## config.mk

```make
export PLATFORM = sky130hd
export DESIGN_NAME = rs_syndrome_calc
export DESIGN_NICKNAME = d
export VERILOG_FILES = /design/src/rtl/rs_syndrome_calc.sv
export SDC_FILE = /design/constraint.sdc
export NUM_CORES = 1
export LEC_CHECK = 0
export CAP_MARGIN = 15
export CORE_ASPECT_RATIO = 0.7
export CORE_UTILIZATION = 34
export DETAILED_ROUTE_END_ITERATION = 10
export PLACE_DENSITY = 0.58
export SLEW_MARGIN = 0
export SYNTH_ARGS = -nofsm -noshare
export SYNTH_HDL_FRONTEND = slang
export SYNTH_SLANG_ARGS = --single-unit
```

## constraint.sdc

```tcl
create_clock -name CLK -period 4.8 [get_ports CLK]
set_input_delay 0.96 -clock CLK [delete_from_list [all_inputs] [get_ports CLK]]
set_output_delay 0.96 -clock CLK [all_outputs]
set_load 0.005 [all_outputs]
```

## src/rtl/rs_syndrome_calc.sv

```systemverilog
// ----------------------------------------------------------------------------
// rs_syndrome_calc
//   Syndrome front end of the RS(15,11) decoder over GF(16) (x^4+x+1, alpha=2).
//   Symbols arrive highest degree first (r14 .. r0), one per accepted beat.
//   Each beat updates every accumulator by Horner's rule:
//   acc_j = acc_j*alpha^j ^ sym.
//   After the last symbol the four syndromes are registered and presented with a
//   one-cycle strobe.
//
// Ports
//   CLK        in   clock, rising edge
//   RESET      in   asynchronous active-high reset
//   in_symbol  in   [3:0]  received symbol
//   in_valid   in   in_symbol accepted on this edge
//   syndromes  out  [15:0] {S4,S3,S2,S1}, held until the next syn_valid
//   syn_valid  out  one-cycle pulse when syndromes/syn_error update
//   syn_error  out  any syndrome nonzero
//   sym_index  out  [3:0]  index of the next expected symbol (0..14)
// ----------------------------------------------------------------------------
module rs_syndrome_calc #(
    parameter int unsigned N     = 15,
    parameter int unsigned SYM_W = 4,
    parameter int unsigned NSYN  = 4
) (
    input  logic                    CLK,
    input  logic                    RESET,
    input  logic [SYM_W-1:0]        in_symbol,
    input  logic                    in_valid,
    output logic [NSYN*SYM_W-1:0]   syndromes,
    output logic                    syn_valid,
    output logic                    syn_error,
    output logic [3:0]              sym_index
);

    localparam int unsigned IDX_W    = 4;
    localparam int unsigned LAST_IDX = N - 1;

    typedef enum logic {
        ACCUM = 1'b0,
        LAST  = 1'b1
    } state_t;

    state_t                           r_state;
    state_t                           w_state_next;
    logic [IDX_W-1:0]                 r_idx;
    logic [IDX_W-1:0]                 w_idx_next;
    logic [NSYN-1:0][SYM_W-1:0]       r_acc;
    logic [NSYN-1:0][SYM_W-1:0]       w_acc_next;
    logic                             w_syn_load;
    logic [NSYN*SYM_W-1:0]            r_syn;
    logic                             r_syn_valid;
    logic                             r_syn_error;

    // Multiply by alpha: shift left, fold x^4 back as x+1.
    function automatic logic [SYM_W-1:0] mul_alpha(input logic [SYM_W-1:0] a);
        return {a[2], a[1], a[0] ^ a[3], a[3]};
    endfunction

    // Multiply by alpha^j as j chained alpha steps (j <= NSYN).
    function automatic logic [SYM_W-1:0] mul_alpha_pow(input logic [SYM_W-1:0] a,
                                                       input int unsigned    j);
        logic [SYM_W-1:0] v;
        v = a;
        for (int unsigned i = 0; i < NSYN; i++) begin
            if (i < j) begin
                v = mul_alpha(v);
            end
        end
        return v;
    endfunction

    // Next-state, accumulator update and syndrome-load decision.
    always_comb begin
        w_state_next = r_state;
        w_idx_next   = r_idx;
        w_acc_next   = r_acc;
        w_syn_load   = 1'b0;
        if (in_valid) begin
            for (int unsigned j = 0; j < NSYN; j++) begin
                // Index 0 loads fresh, dropping whatever the previous frame left.
                if (r_idx == '0) begin
                    w_acc_next[j] = in_symbol;
                end else begin
                    w_acc_next[j] = mul_alpha_pow(r_acc[j], j + 1) ^ in_symbol;
                end
            end
            case (r_state)
                ACCUM: begin
                    w_idx_next = r_idx + IDX_W'(1);
                    if (r_idx == IDX_W'(LAST_IDX - 1)) begin
                        w_state_next = LAST;
                    end
                end
                LAST: begin
                    w_idx_next   = '0;
                    w_state_next = ACCUM;
                    w_syn_load   = 1'b1;
                end
                default: begin
                    w_idx_next   = '0;
                    w_state_next = ACCUM;
                end
            endcase
        end
    end

    // State, accumulators and registered outputs.
    always_ff @(posedge CLK or posedge RESET) begin
        if (RESET) begin
            r_state     <= ACCUM;
            r_idx       <= '0;
            r_acc       <= '0;
            r_syn       <= '0;
            r_syn_valid <= 1'b0;
            r_syn_error <= 1'b0;
        end else begin
            r_state     <= w_state_next;
            r_idx       <= w_idx_next;
            r_acc       <= w_acc_next;
            r_syn_valid <= w_syn_load;
            if (w_syn_load) begin
                r_syn       <= w_acc_next;
                r_syn_error <= |w_acc_next;
            end
        end
    end

    assign syndromes = r_syn;
    assign syn_valid = r_syn_valid;
    assign syn_error = r_syn_error;
    assign sym_index = r_idx;

endmodule

```

======== Word-level counts from Yosys, hierarchy flattened ========
Index checks and enable logic that the tools add are counted.
word-level totals
  input port bits ......................... 7
  word-level logic and storage cells ...... 58
  bits in registers ....................... 39
  output and inout port bits .............. 22
operators by class
  reductions and logical operators ........ 2
  equal/unequal tests ..................... 1
  mux-type cells .......................... 30
  add/subtract/negate cells ............... 1
  bitwise gates (word level) .............. 15
operator list
  operator                                                        count
  4-bit 2-to-1 mux                                                24
  16-bit 2-to-1 mux                                               1
  16-bit OR reduction                                             1
  4-bit XOR                                                       4
  1-bit XOR                                                       10
  4-bit case mux with 2 select lines                              1
  4-bit by 1-bit adder with 4-bit output (second input constant)  1
  4-bit equality test (second input constant)                     1
  4-bit logical NOT                                               1
  1-bit 2-to-1 mux                                                3
  1-bit case mux with 2 select lines                              1
  1-bit NOT                                                       1

======== Logic depth before layout (Yosys ltp) ========
  depth in word-level cells ............... 16
  gate-level depth with buffers ........... 10
  gate-level depth less buffers ........... 8

======== Least setup slack after synthesis ========
OpenSTA, ideal clock, no wires.
  path kind ............................... in2reg
  from .................................... in in_symbol[0]
  to ...................................... reg r_syn_error (netlist: syn_error)
  path slack .............................. 2.681 ns
  buffers on the path ..................... 1
  arrival ................................. 2.038 ns
  library setup time ...................... 0.082 ns
  data required time ...................... 4.718 ns
  stages on the path ...................... 6
  cells stage by stage .................... buf_2 or3_1 a31oi_1 a311o_1 nor4_2 a31oi_1
RTL lines
  what                  line  RTL
  start, declared       27    input logic [SYM_W-1:0] in_symbol,
  end signal, assigned  123   r_syn_error <= |w_acc_next;
  end, declared         52    logic r_syn_error;

======== Final worst setup path ========
  from .................................... in in_valid
  to ...................................... reg r_syn_error (netlist: syn_error)
on the way
  word-level cells in the longest chain between the ends .. 2
  elaborated cells between the ends (all ways) .. 3
  classes of those cells .................. mux: 2; reduce/logical: 1
ends and longest elaborated chain
  what                 line  RTL
  start, declared      28    input logic in_valid,
  16-bit 2-to-1 mux    78    if (in_valid) begin
  16-bit OR reduction  123
Parallel ways exist; a longest one is shown, timed or not.
A chain may end at the register's enable or synchronous reset.

==> impl_metrics.env <==
export IMPL_first_pass_iters=5
export IMPL_cts_tree="built"
export IMPL_synth_top_area_share_pct=43.5
export IMPL_numPlacedInstances=343
export IMPL_coreArea_um2=6310
export IMPL_hold_class="flip-flop to flip-flop"
export IMPL_clock_sinks=39
export IMPL_place_congestion=0.807
export IMPL_ant_nets=0
export IMPL_setup_tns_ps=0
export IMPL_syn_area_per_cell_um2=8.80
export IMPL_htreeDepth=2
export IMPL_ys_top_cells_by_count="nor2_1 (45), dfrtp_1 (39), a21oi_1 (32)"
export IMPL_rsz0062_at_grt="false"
export IMPL_grt_pass1_wl_mm=8.65
export IMPL_combinationalPowerShare_pct=48.6
export IMPL_crit_arrival_ps=2820
export IMPL_clkTransAtPathRegs_ps=80
export IMPL_diodes=0
export IMPL_cts_buffers=5
export IMPL_fp_dieH_um=70.0
export IMPL_rows=24
export IMPL_power_frac_clock_pct=15.6
export IMPL_grt_overflow=0
export IMPL_yosysTopAreaCell="dfrtp_1"
export IMPL_clock_path_buffers=2
export IMPL_cap_violations=0
export IMPL_clock_latency_ps=290
export IMPL_crit_required_ps=4960
export IMPL_vias_per_cell=5.18
export IMPL_pre_cts_ws_ps=1830
export IMPL_yosys_cell_types_count=49
export IMPL_cts_hold_buf=0
export IMPL_syn_area_um2=2240
export IMPL_ys_seq_area_share_pct=43.5
export IMPL_ys_warn_count=0
export IMPL_relSlewSlack_pct=52.4
export IMPL_fin_crit_ps=2660
export IMPL_synth_nets=265
export IMPL_wl_mm=5.13
export IMPL_num_io_pins=29
export IMPL_post_route_cells_drive_above_1_share_pct=8.79
export IMPL_post_cts_buffers=0
export IMPL_swShare_pct=38.9
export IMPL_setup_viol=0
export IMPL_fp_dieW_um=99.1
export IMPL_synth_area_top_cells="dfrtp_1 (43%), nor2_1 (7.5%), a21oi_1 (7.1%)"
export IMPL_async_flop_share_pct=100
export IMPL_path_class="input pin to flip-flop"
export IMPL_final_cells=351
export IMPL_p_sw_mw=0.717
export IMPL_nNetsFinal=282
export IMPL_wire_per_inst_um=14.6
export IMPL_power_per_cell_area_nw_per_um2=691
export IMPL_cp_max_fo=34
export IMPL_vias=1819
export IMPL_crit_path_end_kind="flip-flop"
export IMPL_ys_seq_elements=39
export IMPL_synthCells=255
export IMPL_status="completed"
export IMPL_syn_to_final_growth_pct=18.9
export IMPL_fillCellCount=628
export IMPL_irDropWorstVdd_v=0.000266
export IMPL_yosysMostFrequentCell="nor2_1"
export IMPL_port_buffers=28
export IMPL_dp_hpwl_mm=3.49
export IMPL_grt_max_degree=40
export IMPL_antenna_found_initial=0
export IMPL_drtIter0Drc=111
export IMPL_intPower_mw=1.13
export IMPL_worstMarginPinSlew_ps=714
export IMPL_period_share_pct=55.4
export IMPL_worstSetupStartpointType="input pin"
export IMPL_track_usage_pct=16.2
export IMPL_max_freq_ghz=0.376
export IMPL_cts_root_buf="clkbuf_8"
export IMPL_hold_viol=0
export IMPL_fin_worst_skew_ps=9.30
export IMPL_die_area_um2=6940
export IMPL_synthFlopType="dfrtp_1"
export IMPL_synth_edf_count=0
export IMPL_drcViolationCount=0
export IMPL_setup_ws_ps=2140
export IMPL_maxSlewViolCount=0
export IMPL_initial_core_util_pct=35.6
export IMPL_leakagePower_nw=1.08
export IMPL_ctsResizeCount=0
export IMPL_p_seq_share_pct=35.8
export IMPL_first_global_vias=1721
[through the flow]
stage | total power, mW | utilization [%] | area [um^2] | hold slack [ps]
after floorplan | 1.26 | - | 2240 | 488
after global placement | 1.55 | 40.5 | 2550 | 515
after detailed placement | 1.56 | 40.5 | 2550 | 517
after CTS | 1.86 | 42.3 | 2670 | 538
after global routing | 2.00 | 42.3 | 2670 | 560
final | 1.84 | 42.3 | 2670 | 530
[cells by family after synthesis]
logic type / count (synthesis) / share of synthesized area [%]
mux: 2 / 0.948
buf+inv: 32 / 6.52
flops: 39 / 43.5
fa+ha+maj: 3 / 1.67
xor+xnor: 23 / 9.98
compound gates: 71 / 19.3
simple gates: 85 / 18.1
[final timing paths]
kind                         startpoint           end  slack [ps]  depth (start not counted)
setup / recovery               in_valid     syn_error        2140                          8
hold / removal             syndromes[1]  syndromes[1]         530                          2
setup reg to reg           sym_index[0]     syn_error        2340                          8
hold reg to reg            syndromes[1]  syndromes[1]         530                          2
max in group asynchronous         RESET      r_acc[8]        3350                          3
min in group asynchronous         RESET     syn_valid        1080                          3
[cells in the final DEF, fill, tap and decap left out, types with 2 or more instances in the layout]
| cell | n |
|---|---|
| nand4b_1 | 3 |
| o211ai_1 | 2 |
| or3_1 | 2 |
| clkdlybuf4s50_1 | 28 |
| clkbuf_8 | 6 |
| ha_1 | 3 |
| inv_1 | 10 |
| buf_4 | 4 |
| o221a_2 | 2 |
| o22a_1 | 2 |
| dfrtp_1 | 39 |
| nand2_2 | 2 |
| nor2b_1 | 2 |
| nor3_1 | 3 |
| nor2_1 | 44 |
| o21ai_0 | 12 |
| o22ai_1 | 2 |
| nor4_1 | 2 |
| and3_1 | 2 |
| xnor2_1 | 17 |
| nand2_1 | 11 |
| xor2_1 | 3 |
| xor2_2 | 2 |
| o21a_1 | 2 |
| nand3_1 | 5 |
| a31oi_1 | 6 |
| o32ai_1 | 2 |
| a21oi_1 | 32 |
[area by class of cell]
type                            count  area (um^2)  area share, %
Clock buffer                        6         82.6           3.09
Clock inverter                      2         35.0           1.31
Inverter                           10         37.5           1.41
Multi-Input combinational cell    184         1130           42.3
Sequential cell                    39          976           36.6
Tap cell                           78         97.6           3.66
Timing Repair Buffer               32          310           11.6
[worst max-delay path, stage by stage]
cell             delay, ps
clkdlybuf4s50_1        480
inv_1                  180
nor2_2                 150
buf_4                  320
nand3_1                150
a311o_1                310
nor4_2                 150
a31oi_1                120
[routing by layer]
metal	track usage (%)	share of wire [%]	vias up
met2	22.2	40	48
met4	6.05	1.2	0
met1	24.2	53	851
met5	0	0	-
li1	-	-	914
met3	4.20	5.6	6
[power groups by stage]
stage	Clock [mW]	Combinational, mW	Sequential [mW]
after floorplan	0	0.666	0.591
after global placement	0	0.887	0.666
after detailed placement	0	0.896	0.667
after CTS	0.297	0.904	0.661
after global routing	0.309	1.00	0.689
final	0.288	0.896	0.660
[registers in the layout, indices dropped and copies added (netlist names)]
signal	flops
r_state	1
syndromes	16
sym_index	4
syn_valid	1
r_acc	16
syn_error	1
Power figures use the tool's default switching activity.
